**src/rtl/i2c_pkg.sv**
```systemverilog
// Shared types and constants for the I2C byte-level controllers.
// Bit slots are 8 phases: SCL low for phases 0-3, high for phases 4-7.
package i2c_pkg;

   typedef enum logic [1:0] {
      IDLE,
      READ,
      ACK,
      DONE
   } state_e;

   localparam int PHASES_PER_BIT       = 8;
   localparam int SCL_HIGH_FIRST_PHASE = 4;
   localparam int BITS_PER_BYTE        = 8;
   localparam int SAMPLES_PER_BIT      = 4;

endpackage

```
**src/rtl/i2c_bit_phase_gen.sv**
```systemverilog
// Prescaler plus 3-bit phase counter for one I2C bit slot.
// Shared by the read-byte and write-byte controllers.
module i2c_bit_phase_gen
   import i2c_pkg::*;
#(
   parameter int PHASE_CYCLES = 1
) (
   input  logic       clock,
   input  logic       reset,
   input  logic       en,
   input  logic       clr,
   output logic [2:0] phase,
   output logic [2:0] phase_nxt,
   output logic       phase_last_clk,
   output logic       slot_end
);

   localparam logic [7:0] PRESC_MAX = 8'(PHASE_CYCLES - 1);
   localparam logic [2:0] PHASE_MAX = 3'(PHASES_PER_BIT - 1);

   logic [7:0] presc_q, presc_d;
   logic [2:0] phase_q, phase_d;

   always_comb begin
      presc_d        = presc_q;
      phase_d        = phase_q;
      phase_last_clk = en && (presc_q == PRESC_MAX);
      slot_end       = phase_last_clk && (phase_q == PHASE_MAX);
      if (clr) begin
         presc_d = '0;
         phase_d = '0;
      end else if (phase_last_clk) begin
         presc_d = '0;
         phase_d = phase_q + 3'd1;
      end else if (en) begin
         presc_d = presc_q + 8'd1;
      end
   end

   always_ff @(posedge clock) begin
      if (reset) begin
         presc_q <= '0;
         phase_q <= '0;
      end else begin
         presc_q <= presc_d;
         phase_q <= phase_d;
      end
   end

   assign phase     = phase_q;
   assign phase_nxt = phase_d;

endmodule

```
**src/rtl/i2c_master_read_byte_ctrl.sv**
```systemverilog
// Master-side I2C read of one byte: 8 sampled data slots then a
// master-driven ACK/NACK slot, with glitch detection on SDA.
module i2c_master_read_byte_ctrl
   import i2c_pkg::*;
#(
   parameter int PHASE_CYCLES = 1
) (
   input  logic       clock,
   input  logic       reset,
   input  logic       go,
   input  logic       ack_en,
   input  logic       sda_in,
   output logic       scl,
   output logic       sda_oe,
   output logic [7:0] data,
   output logic       finish,
   output logic       error
);

   state_e     state_q, state_d;
   logic [2:0] slot_q, slot_d;
   logic [2:0] ones_q, ones_d;
   logic [7:0] shift_q, shift_d;
   logic       err_q, err_d;
   logic       ack_lat_q, ack_lat_d;
   logic       scl_q, scl_d;
   logic       sda_oe_q, sda_oe_d;
   logic [7:0] data_q, data_d;
   logic       finish_q, finish_d;
   logic       error_q, error_d;

   logic       en, clr;
   logic [2:0] phase, phase_nxt;
   logic       phase_last_clk, slot_end;
   logic [2:0] ones_all;
   logic       bit_val, bit_mixed, busy_d;

   i2c_bit_phase_gen #(
      .PHASE_CYCLES(PHASE_CYCLES)
   ) u_phase (
      .clock         (clock),
      .reset         (reset),
      .en            (en),
      .clr           (clr),
      .phase         (phase),
      .phase_nxt     (phase_nxt),
      .phase_last_clk(phase_last_clk),
      .slot_end      (slot_end)
   );

   // ones_all folds in the phase-7 sample taken on the slot's last clock
   assign ones_all  = ones_q + {2'b00, sda_in};
   assign bit_val   = (ones_all == 3'(SAMPLES_PER_BIT));
   assign bit_mixed = (ones_all != 3'd0) && !bit_val;

   always_comb begin
      state_d   = state_q;
      slot_d    = slot_q;
      ones_d    = ones_q;
      shift_d   = shift_q;
      err_d     = err_q;
      ack_lat_d = ack_lat_q;
      data_d    = data_q;
      error_d   = error_q;
      en        = 1'b0;
      clr       = 1'b0;
      unique case (state_q)
         IDLE: begin
            clr = 1'b1;
            if (go) begin
               state_d   = READ;
               slot_d    = 3'(BITS_PER_BYTE - 1);
               ack_lat_d = ack_en;
               shift_d   = '0;
               err_d     = 1'b0;
               ones_d    = '0;
            end
         end
         READ: begin
            en = 1'b1;
            if (phase_last_clk && phase >= 3'(SCL_HIGH_FIRST_PHASE))
               ones_d = ones_all;
            if (slot_end) begin
               clr     = 1'b1;
               ones_d  = '0;
               shift_d = {shift_q[6:0], bit_val};
               if (bit_mixed)
                  err_d = 1'b1;
               if (slot_q == 3'd0)
                  state_d = ACK;
               else
                  slot_d = slot_q - 3'd1;
            end
         end
         ACK: begin
            en = 1'b1;
            if (slot_end) begin
               clr     = 1'b1;
               state_d = DONE;
               data_d  = shift_q;
               error_d = err_q;
            end
         end
         DONE: begin
            if (!go)
               state_d = IDLE;
         end
         default: state_d = IDLE;
      endcase
      // Abort mid-byte: drop everything collected so far
      if (!go && (state_q == READ || state_q == ACK)) begin
         state_d = IDLE;
         clr     = 1'b1;
         shift_d = '0;
         err_d   = 1'b0;
         ones_d  = '0;
         data_d  = data_q;
         error_d = error_q;
      end
      busy_d   = (state_d == READ) || (state_d == ACK);
      scl_d    = !busy_d || (phase_nxt >= 3'(SCL_HIGH_FIRST_PHASE));
      sda_oe_d = (state_d == ACK) && ack_lat_q;
      finish_d = (state_d == DONE);
   end

   always_ff @(posedge clock) begin
      if (reset) begin
         state_q   <= IDLE;
         slot_q    <= '0;
         ones_q    <= '0;
         shift_q   <= '0;
         err_q     <= 1'b0;
         ack_lat_q <= 1'b0;
         scl_q     <= 1'b1;
         sda_oe_q  <= 1'b0;
         data_q    <= '0;
         finish_q  <= 1'b0;
         error_q   <= 1'b0;
      end else begin
         state_q   <= state_d;
         slot_q    <= slot_d;
         ones_q    <= ones_d;
         shift_q   <= shift_d;
         err_q     <= err_d;
         ack_lat_q <= ack_lat_d;
         scl_q     <= scl_d;
         sda_oe_q  <= sda_oe_d;
         data_q    <= data_d;
         finish_q  <= finish_d;
         error_q   <= error_d;
      end
   end

   assign scl    = scl_q;
   assign sda_oe = sda_oe_q;
   assign data   = data_q;
   assign finish = finish_q;
   assign error  = error_q;

endmodule

```
**config.mk**
```make
export PLATFORM = sky130hd
export DESIGN_NAME = i2c_master_read_byte_ctrl
export DESIGN_NICKNAME = d
export VERILOG_FILES = /design/src/rtl/i2c_pkg.sv /design/src/rtl/i2c_bit_phase_gen.sv /design/src/rtl/i2c_master_read_byte_ctrl.sv
export SDC_FILE = /design/constraint.sdc
export NUM_CORES = 1
export LEC_CHECK = 0
export ABC_CLOCK_PERIOD_IN_PS = 3300
export BUFFER_PORTS_ARGS = -buffer_cell sky130_fd_sc_hd__buf_2
export CAP_MARGIN = 40
export CORE_MARGIN = 2
export CORE_UTILIZATION = 59
export CTS_CLUSTER_SIZE = 12
export DETAILED_ROUTE_END_ITERATION = 12
export PLACE_DENSITY = 0.79
export SLEW_MARGIN = 20
export SYNTH_ARGS = -nofsm -noshare
export SYNTH_HDL_FRONTEND = slang
export SYNTH_SLANG_ARGS = --single-unit
```
**constraint.sdc**
```tcl
create_clock -name clock -period 3.3 [get_ports clock]
set_clock_uncertainty 0.05 [all_clocks]
set_input_delay 0 -clock clock [delete_from_list [all_inputs] [get_ports clock]]
set_output_delay 0 -clock clock [all_outputs]
set_load 0.02 [all_outputs]
```
==> results.md <==
- Status: finished, final reports clean
- R2r setup slk: 0.36 ns
- Register area share after synthesis: 38.0%
- DIE AREA: 4160 sq um
- CTS tree: built
- Final WL: 3900 microns
- Total gr overflow: 0
- Die Wd: 64.5 microns
- Crit. End Element: register
- Area leader, netlist: dfxtp_1
- Synth async-reset ratio: 0%
- Power per cell area: 399 nW/um^2
- Top-Level Pins: 17
- Tcrit/Tclk final: 89.0%
- Clk buf depth: 2
- RSZ-0062 raised after global routing: false
- Power, Total: 0.928 mW
- Cell family with most CP delay: simple AND/OR/NAND/NOR gates
- Initial Util: 63.3%
- DP HPWL: 2870 microns
- Synth Warn #: 0
- Clk Latency, worst-skew pair: 0.36 ns
- TNS Setup: 0 ns
- Buf/Inv on CP: 1
- PortBufs: 16
- Most used cell, CP: ha_1
- FMAX: 0.340 GHz
- Leak Pwr: 0.909 nW
- Crit-path max cell delay: 0.50 ns
- Tmin final: 2.94 ns
- Main synth FF type: dfxtp_1
- Die H: 64.5 microns
- Hold WC Path Type: input port to register
- Area Growth Syn to Fin: 7.47%
- Top-area cell type share of the netlist area: 38.0%
- Slew HR: 58.6%
- Nature of the critical path startpoint: register
- Finished Cell Area: 2320 sq um
- Global-route wire length before repair: 6850 microns
- Crit-path cells: inv_1, ha_1, nor4b_4, nand3_4, o31a_2, a21o_1, ha_1, nor2_1, o41ai_2
- Syn nets: 256
- Yosys cell types: 44
- Detailed-route wire length per cell: 13.0 microns
- Worst Path Required: 3.48 ns
- Max-cap violation count: 0
- Initial drt markers: 128
- Hold Crit Start: sda_in
- DRC viols: 0
- Clock slew seen by the registers of the worst setup and hold paths: 0.13 ns
- VDD IR max: 0.000239 V
- Via Count: 1635
- Worst hold endpoint: ones_q[0]$_SDFFE_PP0P_
- Final hold violation count: 0
- Synth area leaders: dfxtp_1 (38%), mux2i_1 (9.7%), ha_1 (8.7%)
- Synthesized cell area: 2160 sq um
- Final nets: 273
- CTS sink count: 41
- Drt pass-1 iters: 6
- Pin count of the biggest net entering global routing: 22
- GP Congestion: 0.987
- WS Path Type: register to register
- TritonCTS Buffers: 5
- Antenna violations before repair: 0
- Setup violators final: 0
- Placed Area: 2220 sq um
- Post-Syn Instances: 236
- Reg2reg end: scl$_SDFF_PP1_
- Fraction of layout cells with a size suffix above 1: 15.0%
- Measured slew at the worst slew-check pin: 0.618 ns
- Crit-path slowest cell: nor4b_4
- Origin of the critical flop-to-flop path: state_q[0]$_SDFF_PP0_
- Post-synth EDFFs: 0
- Syn Area/Cell: 9.16 sq um
- CP Data Arrival Time: 3.12 ns
- Post-synth top cells: dfxtp_1 (41), nand2_1 (41), mux2i_1 (21)
- Post-CTS setup buffer count: 0
- Max Fanout on Critical Path: 10
- ANT cells: 0
- H-tree Lvls: 2
- Clock Tree Root: clkbuf_4
- Vias in the first global route: 1515
- Hold path cells: 4
- Final Slew Violations: 0
- FILL cells: 267
- Reg2Reg Depth: 9
- Global Route Usage Sum: 21.1%
- Vias per std cell: 5.45
- Remaining antenna violation count: 0
- CORE AREA: 3420 sq um
- Row count: 21
- Register bit total from synthesis: 41
## worst max path at each step
stage,startpoint,cells past startpoint,slack (ns),to
global placement,state_q[0]$_SDFF_PP0_,9,0.56,scl$_SDFF_PP1_
detailed placement,state_q[0]$_SDFF_PP0_,9,0.39,scl$_SDFF_PP1_
global route,state_q[0]$_SDFF_PP0_,9,0.17,scl$_SDFF_PP1_
floorplan,state_q[0]$_SDFF_PP0_,10,0.78,scl$_SDFF_PP1_
finish,state_q[0]$_SDFF_PP0_,9,0.36,scl$_SDFF_PP1_
CTS,state_q[0]$_SDFF_PP0_,9,0.38,scl$_SDFF_PP1_
## sequential cells by signal, indices dropped and copies added, names as in the netlist, 2 cells and up
| name | count |
|---|---|
| data | 8 |
| shift_q | 8 |
| u_phase.presc_q | 8 |
| ones_q | 3 |
| slot_q | 3 |
| u_phase.phase | 3 |
| state_q | 2 |
## layer usage
layer  vias to the layer above  share of wire (%)  wire, microns  GRT usage (%)
met5                         -                  0              0              0
met4                         0               0.74             29           7.98
met3                         4                4.0            157           5.38
met2                        37                 45           1770           34.2
met1                       750                 50           1950           26.9
li1                        844                  -              -              -
## kinds of logic (layout without fill, tap and decap cells)
kind of cell / Yosys count / count (layout) / share of synthesized area [%]
AND/OR/NAND/NOR: 100 / 100 / 24.8
flip-flops: 41 / 41 / 38.0
AO/OA/AOI/OAI: 28 / 28 / 9.43
multiplexers: 21 / 21 / 9.72
adder cells (fa/ha/maj): 15 / 15 / 8.68
buffers and inverters: 22 / 40 / 5.73
XOR/XNOR: 9 / 9 / 3.65
## final cells by class
| type | count | area, sq um | share of cell area (%) |
|---|---|---|---|
| Timing Repair Buffer | 21 | 128 | 5.49 |
| Tap cell | 46 | 57.6 | 2.48 |
| Clock inverter | 3 | 21.3 | 0.915 |
| Clock buffer | 5 | 37.5 | 1.62 |
| Multi-Input combinational cell | 173 | 1220 | 52.4 |
| Sequential cell | 41 | 821 | 35.3 |
| Inverter | 11 | 41.3 | 1.78 |
## cell usage in the layout, fill, tap and decap left out, types with 6 or more instances in the layout
cell and n:
nand2_1 41, dfxtp_1 41, mux2i_1 21, nor2_1 16, buf_2 16, ha_1 15, inv_1 11, nand4_1 11
a21oi_1 9, nor2b_1 6
## per-stage QoR
| stage | hold slack (ns) | utilization [%] | cells | worst slack, ns |
|---|---|---|---|---|
| finish | 0.0867 | 68.0 | 300 | 0.361 |
| global route | 0.138 | 68.0 | 300 | 0.167 |
| CTS | 0.0805 | 68.0 | 300 | 0.380 |
| detailed placement | 0.210 | 65.1 | 288 | 0.395 |
| global placement | 0.207 | 65.1 | 288 | 0.565 |
| floorplan | 0.0946 | - | 236 | 0.779 |
## worst register-to-register path: stages, from the launching register on
cell and delay [ns]:
dfxtp_1 0.46, inv_1 0.10, ha_1 0.46, nor4b_4 0.50, nand3_4 0.22, o31a_2 0.36, a21o_1 0.17, ha_1 0.29
nor2_1 0.13, o41ai_2 0.08
## timing repair
action                    CTS  global route
hold buffers                4             0
resized for setup           0             0
hold endpoints to repair    4             0
## power by group
part           internal, mW  switching [mW]  total, mW
sequential            0.506         0.00913      0.516
clock                0.0843           0.171      0.255
combinational        0.0625          0.0949      0.157
Note: power is estimated with default switching activity, not from simulation.
